===== src/rtl/ides10_align_ctrl_if.sv =====
// Signal bundle between one IDES10 lane's word-alignment controller and the lane top.
// The controller uses the slave view; the lane top (or a bench) uses the master view.
interface ides10_align_ctrl_if;
  logic       enable_i;
  logic [9:0] q_i;
  logic       pclk_o;
  logic       word_stb_o;
  logic       ides_rst_o;
  logic       calib_o;
  logic       locked_o;
  logic       fail_o;
  logic [3:0] slip_cnt_o;
  logic [2:0] state_o;

  modport master (
    output enable_i, q_i,
    input  pclk_o, word_stb_o, ides_rst_o, calib_o, locked_o, fail_o, slip_cnt_o, state_o
  );

  modport slave (
    input  enable_i, q_i,
    output pclk_o, word_stb_o, ides_rst_o, calib_o, locked_o, fail_o, slip_cnt_o, state_o
  );
endinterface


===== src/rtl/ides10_align_ctrl.sv =====
// Word-alignment controller for one IDES10 1:10 lane: makes the divide-by-5 PCLK and word strobe,
// bitslips with CALIB until the training word is stable, reports lock and re-trains on error bursts.
module ides10_align_ctrl #(
  parameter logic [9:0] PATTERN   = 10'h3E0,
  parameter int         SETTLE    = 4,
  parameter int         MATCH_CNT = 16,
  parameter int         MAX_SLIP  = 10,
  parameter int         CALIB_LEN = 5,
  parameter int         ERR_LIMIT = 4
) (
  input  logic               fclk_i,
  input  logic               rst,
  ides10_align_ctrl_if.slave bus
);

  localparam logic [2:0] ST_IDLE   = 3'd0;
  localparam logic [2:0] ST_IRST   = 3'd1;
  localparam logic [2:0] ST_SETTLE = 3'd2;
  localparam logic [2:0] ST_CHECK  = 3'd3;
  localparam logic [2:0] ST_SLIP   = 3'd4;
  localparam logic [2:0] ST_LOCKED = 3'd5;
  localparam logic [2:0] ST_FAIL   = 3'd6;

  localparam int IRST_WORDS = 2;
  localparam int WCNT_MAX   = (SETTLE > IRST_WORDS) ? SETTLE : IRST_WORDS;
  localparam int WCNT_W     = $clog2(WCNT_MAX + 1);
  localparam int MATCH_W    = $clog2(MATCH_CNT + 1);
  localparam int ERR_W      = $clog2(ERR_LIMIT + 1);
  localparam int CAL_W      = $clog2(CALIB_LEN + 1);

  localparam logic [WCNT_W-1:0]  IRST_LAST   = WCNT_W'(IRST_WORDS - 1);
  localparam logic [WCNT_W-1:0]  SETTLE_LAST = WCNT_W'(SETTLE - 1);
  localparam logic [MATCH_W-1:0] MATCH_LAST  = MATCH_W'(MATCH_CNT - 1);
  localparam logic [ERR_W-1:0]   ERR_LAST    = ERR_W'(ERR_LIMIT - 1);
  localparam logic [CAL_W-1:0]   CAL_LAST    = CAL_W'(CALIB_LEN - 1);
  localparam logic [3:0]         SLIP_LIMIT  = 4'(MAX_SLIP);

  // ---------------------------------------------------------------------------
  // PCLK divider and word strobe
  // ---------------------------------------------------------------------------
  logic [2:0] cnt_q, cnt_d;
  logic       word_stb_q;
  logic       clk_b_q;

  assign cnt_d = (cnt_q == 3'd4) ? 3'd0 : cnt_q + 3'd1;

  // NOTE: sequential state uses non-blocking assignments only, so every flop
  // samples the pre-edge value of its neighbours regardless of block order.
  always_ff @(posedge fclk_i) begin
    if (!rst) begin
      cnt_q      <= 3'd0;
      word_stb_q <= 1'b0;
    end else begin
      cnt_q      <= cnt_d;
      word_stb_q <= (cnt_d == 3'd0);
    end
  end

  // Half-cycle copy of cnt[1] stretches the PCLK high phase to 2.5 fclk cycles.
  always_ff @(negedge fclk_i) begin
    if (!rst) clk_b_q <= 1'b0;
    else      clk_b_q <= cnt_q[1];
  end

  assign bus.pclk_o     = cnt_q[1] | clk_b_q;
  assign bus.word_stb_o = word_stb_q;

  // ---------------------------------------------------------------------------
  // Alignment FSM
  // ---------------------------------------------------------------------------
  logic [2:0]         state_q, state_d;
  logic [WCNT_W-1:0]  wcnt_q, wcnt_d;
  logic [MATCH_W-1:0] match_q, match_d;
  logic [ERR_W-1:0]   err_q, err_d;
  logic [CAL_W-1:0]   cal_q, cal_d;
  logic [3:0]         slip_q, slip_d;
  logic               word;
  logic               q_match;

  assign word    = word_stb_q;
  assign q_match = (bus.q_i == PATTERN);

  // NOTE: every variable gets a default at the top of the always_comb so no
  // path through the case statement can infer a latch.
  always_comb begin
    state_d = state_q;
    wcnt_d  = wcnt_q;
    match_d = match_q;
    err_d   = err_q;
    cal_d   = cal_q;
    slip_d  = slip_q;

    if (!bus.enable_i) begin
      // Abort immediately, mid-pulse included; slip count survives until the next IDES reset.
      state_d = ST_IDLE;
      wcnt_d  = '0;
      match_d = '0;
      err_d   = '0;
      cal_d   = '0;
    end else begin
      case (state_q)
        ST_IDLE: begin
          state_d = ST_IRST;
          wcnt_d  = '0;
          slip_d  = 4'd0;
        end

        ST_IRST: begin
          if (word) begin
            if (wcnt_q == IRST_LAST) begin
              state_d = ST_SETTLE;
              wcnt_d  = '0;
            end else begin
              wcnt_d = wcnt_q + WCNT_W'(1);
            end
          end
        end

        ST_SETTLE: begin
          if (word) begin
            if (wcnt_q == SETTLE_LAST) begin
              state_d = ST_CHECK;
              wcnt_d  = '0;
              match_d = '0;
            end else begin
              wcnt_d = wcnt_q + WCNT_W'(1);
            end
          end
        end

        ST_CHECK: begin
          if (word) begin
            if (q_match) begin
              match_d = match_q + MATCH_W'(1);
              if (match_q == MATCH_LAST) begin
                state_d = ST_LOCKED;
                err_d   = '0;
              end
            end else if (slip_q < SLIP_LIMIT) begin
              state_d = ST_SLIP;
              cal_d   = '0;
              slip_d  = (slip_q == 4'hF) ? slip_q : slip_q + 4'd1;
            end else begin
              state_d = ST_FAIL;
            end
          end
        end

        ST_SLIP: begin
          // Counts raw fclk cycles, not words: CALIB is one PCLK period wide.
          if (cal_q == CAL_LAST) begin
            state_d = ST_SETTLE;
            wcnt_d  = '0;
            cal_d   = '0;
          end else begin
            cal_d = cal_q + CAL_W'(1);
          end
        end

        ST_LOCKED: begin
          if (word) begin
            if (q_match) begin
              err_d = '0;
            end else if (err_q == ERR_LAST) begin
              state_d = ST_IRST;
              wcnt_d  = '0;
              err_d   = '0;
              slip_d  = 4'd0;
            end else begin
              err_d = err_q + ERR_W'(1);
            end
          end
        end

        ST_FAIL: begin
          state_d = ST_FAIL;
        end

        default: begin
          state_d = ST_IDLE;
        end
      endcase
    end
  end

  // Outputs are registered from the next state so they change on the same edge as state_o
  // and never glitch while the state bits settle.
  logic ides_rst_q, calib_q, locked_q, fail_q;

  always_ff @(posedge fclk_i) begin
    if (!rst) begin
      state_q    <= ST_IDLE;
      wcnt_q     <= '0;
      match_q    <= '0;
      err_q      <= '0;
      cal_q      <= '0;
      slip_q     <= 4'd0;
      ides_rst_q <= 1'b1;
      calib_q    <= 1'b0;
      locked_q   <= 1'b0;
      fail_q     <= 1'b0;
    end else begin
      state_q    <= state_d;
      wcnt_q     <= wcnt_d;
      match_q    <= match_d;
      err_q      <= err_d;
      cal_q      <= cal_d;
      slip_q     <= slip_d;
      ides_rst_q <= (state_d == ST_IDLE) || (state_d == ST_IRST);
      calib_q    <= (state_d == ST_SLIP);
      locked_q   <= (state_d == ST_LOCKED);
      fail_q     <= (state_d == ST_FAIL);
    end
  end

  assign bus.ides_rst_o = ides_rst_q;
  assign bus.calib_o    = calib_q;
  assign bus.locked_o   = locked_q;
  assign bus.fail_o     = fail_q;
  assign bus.slip_cnt_o = slip_q;
  assign bus.state_o    = state_q;

endmodule


===== src/flat_wrapper.sv =====
// flat-port wrapper written by rule: the top's interface ports become plain ports
module ides10_align_ctrl_flat 
#(
  parameter logic [9:0] PATTERN   = 10'h3E0,
  parameter int         SETTLE    = 4,
  parameter int         MATCH_CNT = 16,
  parameter int         MAX_SLIP  = 10,
  parameter int         CALIB_LEN = 5,
  parameter int         ERR_LIMIT = 4
)
  (fclk_i, rst, bus_enable_i, bus_q_i, bus_pclk_o, bus_word_stb_o, bus_ides_rst_o, bus_calib_o, bus_locked_o, bus_fail_o, bus_slip_cnt_o, bus_state_o);
  ides10_align_ctrl_if bus_i ();
  input  logic fclk_i;
  input  logic rst;
  input wire logic [$bits(bus_i.enable_i)-1:0] bus_enable_i;
  input wire logic [$bits(bus_i.q_i)-1:0] bus_q_i;
  output wire logic [$bits(bus_i.pclk_o)-1:0] bus_pclk_o;
  output wire logic [$bits(bus_i.word_stb_o)-1:0] bus_word_stb_o;
  output wire logic [$bits(bus_i.ides_rst_o)-1:0] bus_ides_rst_o;
  output wire logic [$bits(bus_i.calib_o)-1:0] bus_calib_o;
  output wire logic [$bits(bus_i.locked_o)-1:0] bus_locked_o;
  output wire logic [$bits(bus_i.fail_o)-1:0] bus_fail_o;
  output wire logic [$bits(bus_i.slip_cnt_o)-1:0] bus_slip_cnt_o;
  output wire logic [$bits(bus_i.state_o)-1:0] bus_state_o;
  assign bus_i.enable_i = bus_enable_i;
  assign bus_i.q_i = bus_q_i;
  assign bus_pclk_o = bus_i.pclk_o;
  assign bus_word_stb_o = bus_i.word_stb_o;
  assign bus_ides_rst_o = bus_i.ides_rst_o;
  assign bus_calib_o = bus_i.calib_o;
  assign bus_locked_o = bus_i.locked_o;
  assign bus_fail_o = bus_i.fail_o;
  assign bus_slip_cnt_o = bus_i.slip_cnt_o;
  assign bus_state_o = bus_i.state_o;
  ides10_align_ctrl #(.PATTERN(PATTERN), .SETTLE(SETTLE), .MATCH_CNT(MATCH_CNT), .MAX_SLIP(MAX_SLIP), .CALIB_LEN(CALIB_LEN), .ERR_LIMIT(ERR_LIMIT)) u_core (.fclk_i(fclk_i), .rst(rst), .bus(bus_i));
endmodule

===== config.mk =====
export PLATFORM = sky130hd
export DESIGN_NAME = ides10_align_ctrl_flat
export DESIGN_NICKNAME = d
export VERILOG_FILES = /design/src/rtl/ides10_align_ctrl_if.sv /design/src/rtl/ides10_align_ctrl.sv /design/src/flat_wrapper.sv
export SDC_FILE = /design/constraint.sdc
export NUM_CORES = 1
export LEC_CHECK = 0
export BUFFER_PORTS_ARGS = -buffer_cell sky130_fd_sc_hd__buf_4
export CAP_MARGIN = 20
export CORE_MARGIN = 2
export CORE_UTILIZATION = 45
export DETAILED_ROUTE_END_ITERATION = 8
export PLACE_DENSITY_LB_ADDON = 0.1
export SLEW_MARGIN = 10
export SYNTH_ARGS = -nofsm -noshare
export SYNTH_HDL_FRONTEND = slang
export SYNTH_SLANG_ARGS = --single-unit

===== constraint.sdc =====
create_clock -name fclk_i -period 5.1 [get_ports fclk_i]
set_clock_uncertainty 0.05 [all_clocks]
set_input_delay 0.51 -clock fclk_i [delete_from_list [all_inputs] [get_ports fclk_i]]
set_output_delay 0.51 -clock fclk_i [all_outputs]
set_load 0.05 [all_outputs]

; ---- After elaboration in Yosys (flattened, before gate mapping)
; Cells that the tools add are included.
[op_classes]
reduce_logical = 15
muxes = 49
addsub = 6
n_lt_le_gt_ge = 1
bitwise_logic = 1
eq_ne = 31
[ops]
columns = operator, n
row1 = $mux 3, 31
row2 = $mux 4, 7
row3 = $eq 3x3->1 const B, 8
row4 = $pmux 3 s7, 1
row5 = $mux 5, 4
row6 = $ne 2x1->1 const B, 10
row7 = $pmux 3 s5, 1
row8 = $add 3x1->3 const B, 4
row9 = $eq 3x2->1 const B, 4
row10 = $pmux 3 s2, 2
row11 = $pmux 4 s3, 1
row12 = $eq 10x10->1 const B, 1
row13 = $pmux 5 s2, 1
row14 = $reduce_and 5->1, 2
row15 = $eq 3x1->1 const B, 3
row16 = $logic_not 3->1, 3
row17 = $reduce_and 9->1, 1
row18 = $reduce_and 7->1, 1
row19 = $ne 2x2->1 const B, 3
row20 = $reduce_bool 2->1, 3
row21 = $add 5x1->5 const B, 1
row22 = $eq 5x4->1 const B, 1
row23 = $reduce_bool 5->1, 1
row24 = $add 4x1->4 const B, 1
row25 = other kinds (8), 8
[word_totals]
word_cells = 116
ff_bits = 30
input_bits = 13
out_inout_bits = 13

; ---- Logic depth before layout (Yosys ltp)
; Gate-level depths: netlist of the first run.
[logic_depth]
ltp_word = 8
depth_mapped = 7
ltp_nobuf = 7

==> key figures, run 1 <==
GRT
  – Number of global-route vias before repair: 1570
  – Antenna violations before repair: 0
  – GRT Total Usage: 20.3%
  – Largest net degree at the start of global routing: 18
  – Grt total ovfl: 0
  – First-pass GRT wire length: 6720 um

Hold path
  – Hold EP: u_core.err_q[1]
  – Worst Hold Depth: 2
  – Type of the worst min-delay path: register to register
  – Hold_sp: u_core.err_q[1]

Floorplan
  – Die area: 4330 sq um
  – Core footprint: 3660 sq um
  – Row count: 22
  – Initial Utilization: 47.0%
  – DIE WIDTH: 65.8 um
  – IO Pins: 26
  – Vert. Die Dim: 65.8 um

Clock tree
  – Reg clk slew, reported paths: 0.06 ns
  – Clock Latency Late Sink: 0.28 ns
  – CTS tree: done
  – Clock tree buffer depth: 2
  – CTS Hold Bufs: 0
  – CTS Root Cell: clkbuf_8
  – CTS sink cnt: 30
  – Max H-tree Level: 2
  – Setup Fix Bufs, Post-CTS: 0
  – Gates resized, CTS repair: 0
  – CTS Buf Count: 5

Critical path
  – Crit path kind: register to primary output
  – Critical path data arrival time: 3.62 ns
  – Worst setup path startpoint: u_core.clk_b_q
  – Worst R2R Setup Slack: 1.99 ns
  – Crit-path cells: or2_2, buf_4
  – CP max FO: 1
  – WP data required: 4.54 ns
  – CP max-delay cell: dfxtp_1
  – Startpoint types: register
  – Max incr delay on CP: 0.28 ns
  – Critical R2R Capture: u_core.clk_b_q
  – Reg-to-Reg Start: u_core.cnt_q[1]
  – R2R cell count: 2
  – Family with the most delay on the worst path: flip-flops
  – CP bufs+invs: 1
  – CP Capture Type: primary output

Pwr
  – P_leak: 0.828 nW
  – Worst VDD drop: 198 uV
  – PwrDens: 258 nW/um^2

Finish
  – Fillers: 333
  – Antenna diodes: 0
  – Final nets: 248
  – Area Overhead vs Synth: 19.3%
  – Share of cells above drive strength 1: 20.1%
  – Final instance area: 2050 sq um

Logic synthesis
  – Syn Nets: 221
  – Mapped cell area: 1720 sq um
  – Cells after Synth: 196
  – Sequential fraction of the synthesis area: 34.9%
  – Yosys top cell by area: dfxtp_1
  – Synth top area share: 34.9%
  – FFs w/ async S/R, synth: 0%
  – Yosys warning count: 0
  – EDFF count, synth: 0
  – Synth unique cells: 57
  – Dominant cells by area after synthesis: dfxtp_1 (35%), ha_1 (8.7%), inv_1 (3.7%)
  – Syn_area_per_cell: 8.77 sq um
  – FF+latch count, synth: 30
  – Synth Flop Type: dfxtp_1

Timing
  – Setup violations, final: 0
  – Final hold vios: 0
  – Max Slew Vio Count: 0
  – RSZ-0062 raised after global routing: false
  – Max_slew headroom: 61.3%
  – Final setup margin: 0.922 ns
  – Fin Setup TNS: 0 ns
  – Worst-margin pin slew: 0.580 ns

Place
  – Hpwl dp: 2950 um
  – Worst slack at placement: 1.27 ns
  – Cell Area, Placed: 1940 sq um
  – IO Port Bufs: 25
  – GPL Wtd Cong: 0.821

Routing
  – DRT Pass-1 Iters: 4
  – DR WL/cell: 14.5 um
  – Final wirelength: 3930 um
  – Initial drt markers: 51
  – DRC Markers: 0
  – Antenna viol nets, final: 0
  – Via/cell ratio: 5.57
  – Via count: 1515

Status
  – Status: finished, final reports clean

Flow run
  – MaxCap Viol Count: 0
## power breakdown
part           switching, mW  internal [mW]
registers            0.00602          0.238
logic                 0.0303         0.0211
clock network         0.0931          0.140
total                  0.129          0.400
## routing by layer
| layer | vias up | track usage [%] | part of all wire, % |
|---|---|---|---|
| li1 | 763 | - | - |
| met1 | 698 | 23.5 | 45 |
| met2 | 42 | 34.6 | 48 |
| met3 | 12 | 5.45 | 4.6 |
| met4 | 0 | 9.38 | 2.2 |
| met5 | - | 0 | 0 |
## cell type report
cell class	instances	area, sq um	share of cell area [%]
Sequential cell	30	601	29.3
Clock inverter	1	3.75	0.183
Tap cell	48	60.1	2.93
Inverter	16	60.1	2.93
Multi-Input combinational cell	144	1030	50.1
Clock buffer	8	111	5.43
Timing Repair Buffer	25	188	9.15
## cells in the final DEF, fill, tap and decap left out, types with 3 or more instances in the layout
cell type / instances
clkbuf_8: 6
and3_1: 3
buf_4: 25
or4_1: 3
a31oi_1: 3
xnor2_1: 3
ha_1: 12
nor2_1: 10
a21oi_1: 11
dfxtp_1: 30
or3_1: 3
nand3_1: 9
and2_1: 5
nand2_1: 17
nor2b_1: 6
nor3_1: 8
inv_1: 17
o21ai_0: 4
## worst max path at each step
stage / to / slack (ns) / cells after the start
4_1_cts: bus_pclk_o / 0.92 / 2
6_report: bus_pclk_o / 0.92 / 2
3_5_place_dp: bus_pclk_o / 1.27 / 2
3_3_place_gp: bus_pclk_o / 1.27 / 2
5_1_grt: bus_pclk_o / 0.87 / 2
2_1_floorplan: bus_pclk_o / 1.33 / 1
## worst reg2reg max path: stages (launching register included)
cell and delay, ns:
dfxtp_1 0.35, inv_1 0.07, nor2_1 0.09
## flip-flops by register name, indices dropped and copies added, names as in the netlist
signal and flops:
u_core.cnt_q 3, u_core.bus.slip_cnt_o 4, u_core.clk_b_q 1, u_core.cal_q 3, u_core.bus.calib_o 1, u_core.err_q 3
u_core.wcnt_q 3, u_core.match_q 5, u_core.bus.fail_o 1, u_core.bus.word_stb_o 1, u_core.bus.state_o 3, u_core.bus.locked_o 1
u_core.bus.ides_rst_o 1
## cell families after synthesis
logic type                 synth area share, %
and+or+nand+nor                           28.5
AOI/OAI and AO/OA                         19.8
xor gates and xnor gates                  1.53
adders and majority gates                 8.73
buffers and inverters                     5.31
muxes                                     1.16
DFF                                       34.9
## synthesized netlist by cell type (2+ instances only)
master / instances
o22ai_1: 2
o31ai_1: 2
and2b_1: 2
a221o_1: 2
inv_1: 17
dfxtp_1: 30
mux2i_1: 2
nor3_1: 8
xnor2_1: 3
nand2_1: 17
a211oi_1: 2
buf_4: 2
a31oi_1: 3
ha_1: 12
and3_1: 3
nand4_1: 2
or4_1: 3
nand3_1: 9
o21ai_0: 4
or2_2: 2
nor2_1: 10
nor2b_1: 6
nand2b_1: 2
a21oi_1: 11
and2_1: 5
or3_1: 3
clkbuf_1: 2
## per-stage QoR
stage                     utilization [%]  power [mW]  hold WS [ns]  instances
after detailed placement             53.0       0.303         0.411        264
after global placement               53.0       0.301         0.395        264
final                                56.0       0.529         0.420        272
after CTS                            56.0       0.534         0.420        272
after floorplan                         -       0.284         0.386        196
after global routing                 56.0       0.551         0.455        272
(Power assumes the default switching activity.)
==> run 2, diff against run 1 <==
==> constraint.sdc (replaced) <==
create_clock -name fclk_i -period 3.81 [get_ports fclk_i]
set_clock_uncertainty 0.05 [all_clocks]
set_input_delay 0.381 -clock fclk_i [delete_from_list [all_inputs] [get_ports fclk_i]]
set_output_delay 0.381 -clock fclk_i [all_outputs]
set_load 0.05 [all_outputs]
==> key figures, run 2 (synthesis gave the netlist of run 1 again) <==
Hold path
  – Hold_sp: bus_enable_i
  – Worst Hold Depth: 3
  – Type of the worst min-delay path: primary input to register
  – Hold EP: u_core.bus.locked_o

Timing
  – Final hold vios: 0
  – WHS: 0.322 ns
  – Final setup margin: 0.400 ns
  – RSZ-0062 raised after global routing: false
  – Max Slew Vio Count: 0
  – Max_slew headroom: 61.1%
  – Worst-margin pin slew: 0.583 ns
  – Fin Setup TNS: 0 ns
  – Setup violations, final: 0

Clock tree
  – Max H-tree Level: 2
  – Gates resized, CTS repair: 0
  – Reg clk slew, reported paths: 0.07 ns
  – CTS tree: done
  – Clock Latency Late Sink: 0.28 ns
  – CTS sink cnt: 30
  – CTS Hold Bufs: 0
  – Setup Fix Bufs, Post-CTS: 0
  – Clock tree buffer depth: 2
  – CTS Buf Count: 5
  – CTS Root Cell: clkbuf_8

Pwr
  – Comb pwr share: 10.6%
  – Switching share of power: 26.1%
  – Clock power frac: 38.4%
  – Worst VDD drop: 197 uV
  – Internal: 0.473 mW
  – P_leak: 0.813 nW
  – Overall Power: 0.640 mW
  – Psw: 0.167 mW
  – PwrDens: 316 nW/um^2
  – Sequential power share: 51.1%

Floorplan
  – Initial Utilization: 47.0%
  – DIE WIDTH: 65.8 um
  – Die area: 4330 sq um
  – Row count: 22
  – IO Pins: 26
  – Core footprint: 3660 sq um
  – Vert. Die Dim: 65.8 um

GRT
  – Largest net degree at the start of global routing: 18
  – Global routing usage on met2: 32.1%
  – Met1 Use GR: 25.9%
  – Grt total ovfl: 0
  – First-pass GRT wire length: 6760 um
  – Antenna violations before repair: 0
  – Number of global-route vias before repair: 1512
  – GR peak layer: met2
  – Met3 track demand over resource: 5.96%
  – GRT Total Usage: 20.3%

Critical path
  – Reg-to-Reg Start: u_core.cnt_q[1]
  – Critical path data arrival time: 2.98 ns
  – Crit path kind: register to primary output
  – Worst R2R Setup Slack: 1.35 ns
  – WP data required: 3.38 ns
  – R2R cell count: 2
  – Critical R2R Capture: u_core.clk_b_q
  – CP max FO: 1
  – Startpoint types: register
  – CP Capture Type: primary output

Finish
  – Post-Route Utilization: 55.3%
  – Commonest cells after routing, fill and taps aside: dfxtp_1 (30), buf_4 (25), inv_1 (17), nand2_1 (17), ha_1 (12)
  – Most flops, register: u_core.match_q
  – Share of cells above drive strength 1: 20.1%
  – Area Overhead vs Synth: 17.8%
  – Final nets: 248
  – Max FFs per register: 5
  – Commonest non-fill, non-tap cell in the layout: dfxtp_1
  – Fin cells: 272
  – Antenna diodes: 0
  – Final instance area: 2020 sq um

Routing
  – Via count: 1524
  – DRC Markers: 0
  – Antenna viol nets, final: 0
  – Via/cell ratio: 5.60
  – DR WL/cell: 14.2 um
  – DRT Pass-1 Iters: 4
  – Final wirelength: 3870 um
  – Initial drt markers: 57

Place
  – Worst slack at placement: 0.740 ns
  – IO Port Bufs: 25
  – GPL Wtd Cong: 0.853
  – Hpwl dp: 2950 um
  – Cell Area, Placed: 1940 sq um
  – Placed cells: 264

Flow run
  – MaxCap Viol Count: 0

Status
  – Status: finished, final reports clean
==> run 2: metal layers <==
metal / wire, um / vias to the layer above
li1: - / 765
met1: 1810 / 712
met2: 1830 / 41
met3: 176 / 6
met4: 52 / 0
met5: 0 / -
==> run 2: power groups by stage <==
stage                     clock network, mW  registers (mW)  logic (mW)
after floorplan                     0.00329           0.336      0.0412
after global routing                  0.272           0.327      0.0750
after CTS                             0.256           0.327      0.0681
after global placement              0.00329           0.333      0.0665
after detailed placement            0.00329           0.334      0.0680
final                                 0.246           0.327      0.0676
==> run 2: worst max path at each step <==
stage                               from    endpoint  slack [ns]  cells past startpoint
after CTS                 u_core.clk_b_q  bus_pclk_o        0.39                      2
after global routing      u_core.clk_b_q  bus_pclk_o        0.36                      2
final                     u_core.clk_b_q  bus_pclk_o        0.40                      2
after global placement    u_core.clk_b_q  bus_pclk_o        0.76                      2
after floorplan           u_core.clk_b_q  bus_pclk_o        0.81                      1
after detailed placement  u_core.clk_b_q  bus_pclk_o        0.74                      2
==> run 2: cell type report <==
| cell class | instances | area (sq um) |
|---|---|---|
| tap | 48 | 60.1 |
| clock buffer | 5 | 68.8 |
| sequential | 30 | 601 |
| inverter | 16 | 60.1 |
| clock inverter | 4 | 20.0 |
| timing repair buffer | 25 | 188 |
| multi-input combinational | 144 | 1030 |
| fill | 347 | 1640 |
==> run 2: worst max-delay path, stage by stage, from the launching register on <==
cell,delay [ns]
dfxtp_1,0.28
or2_2,0.27
buf_4,0.19
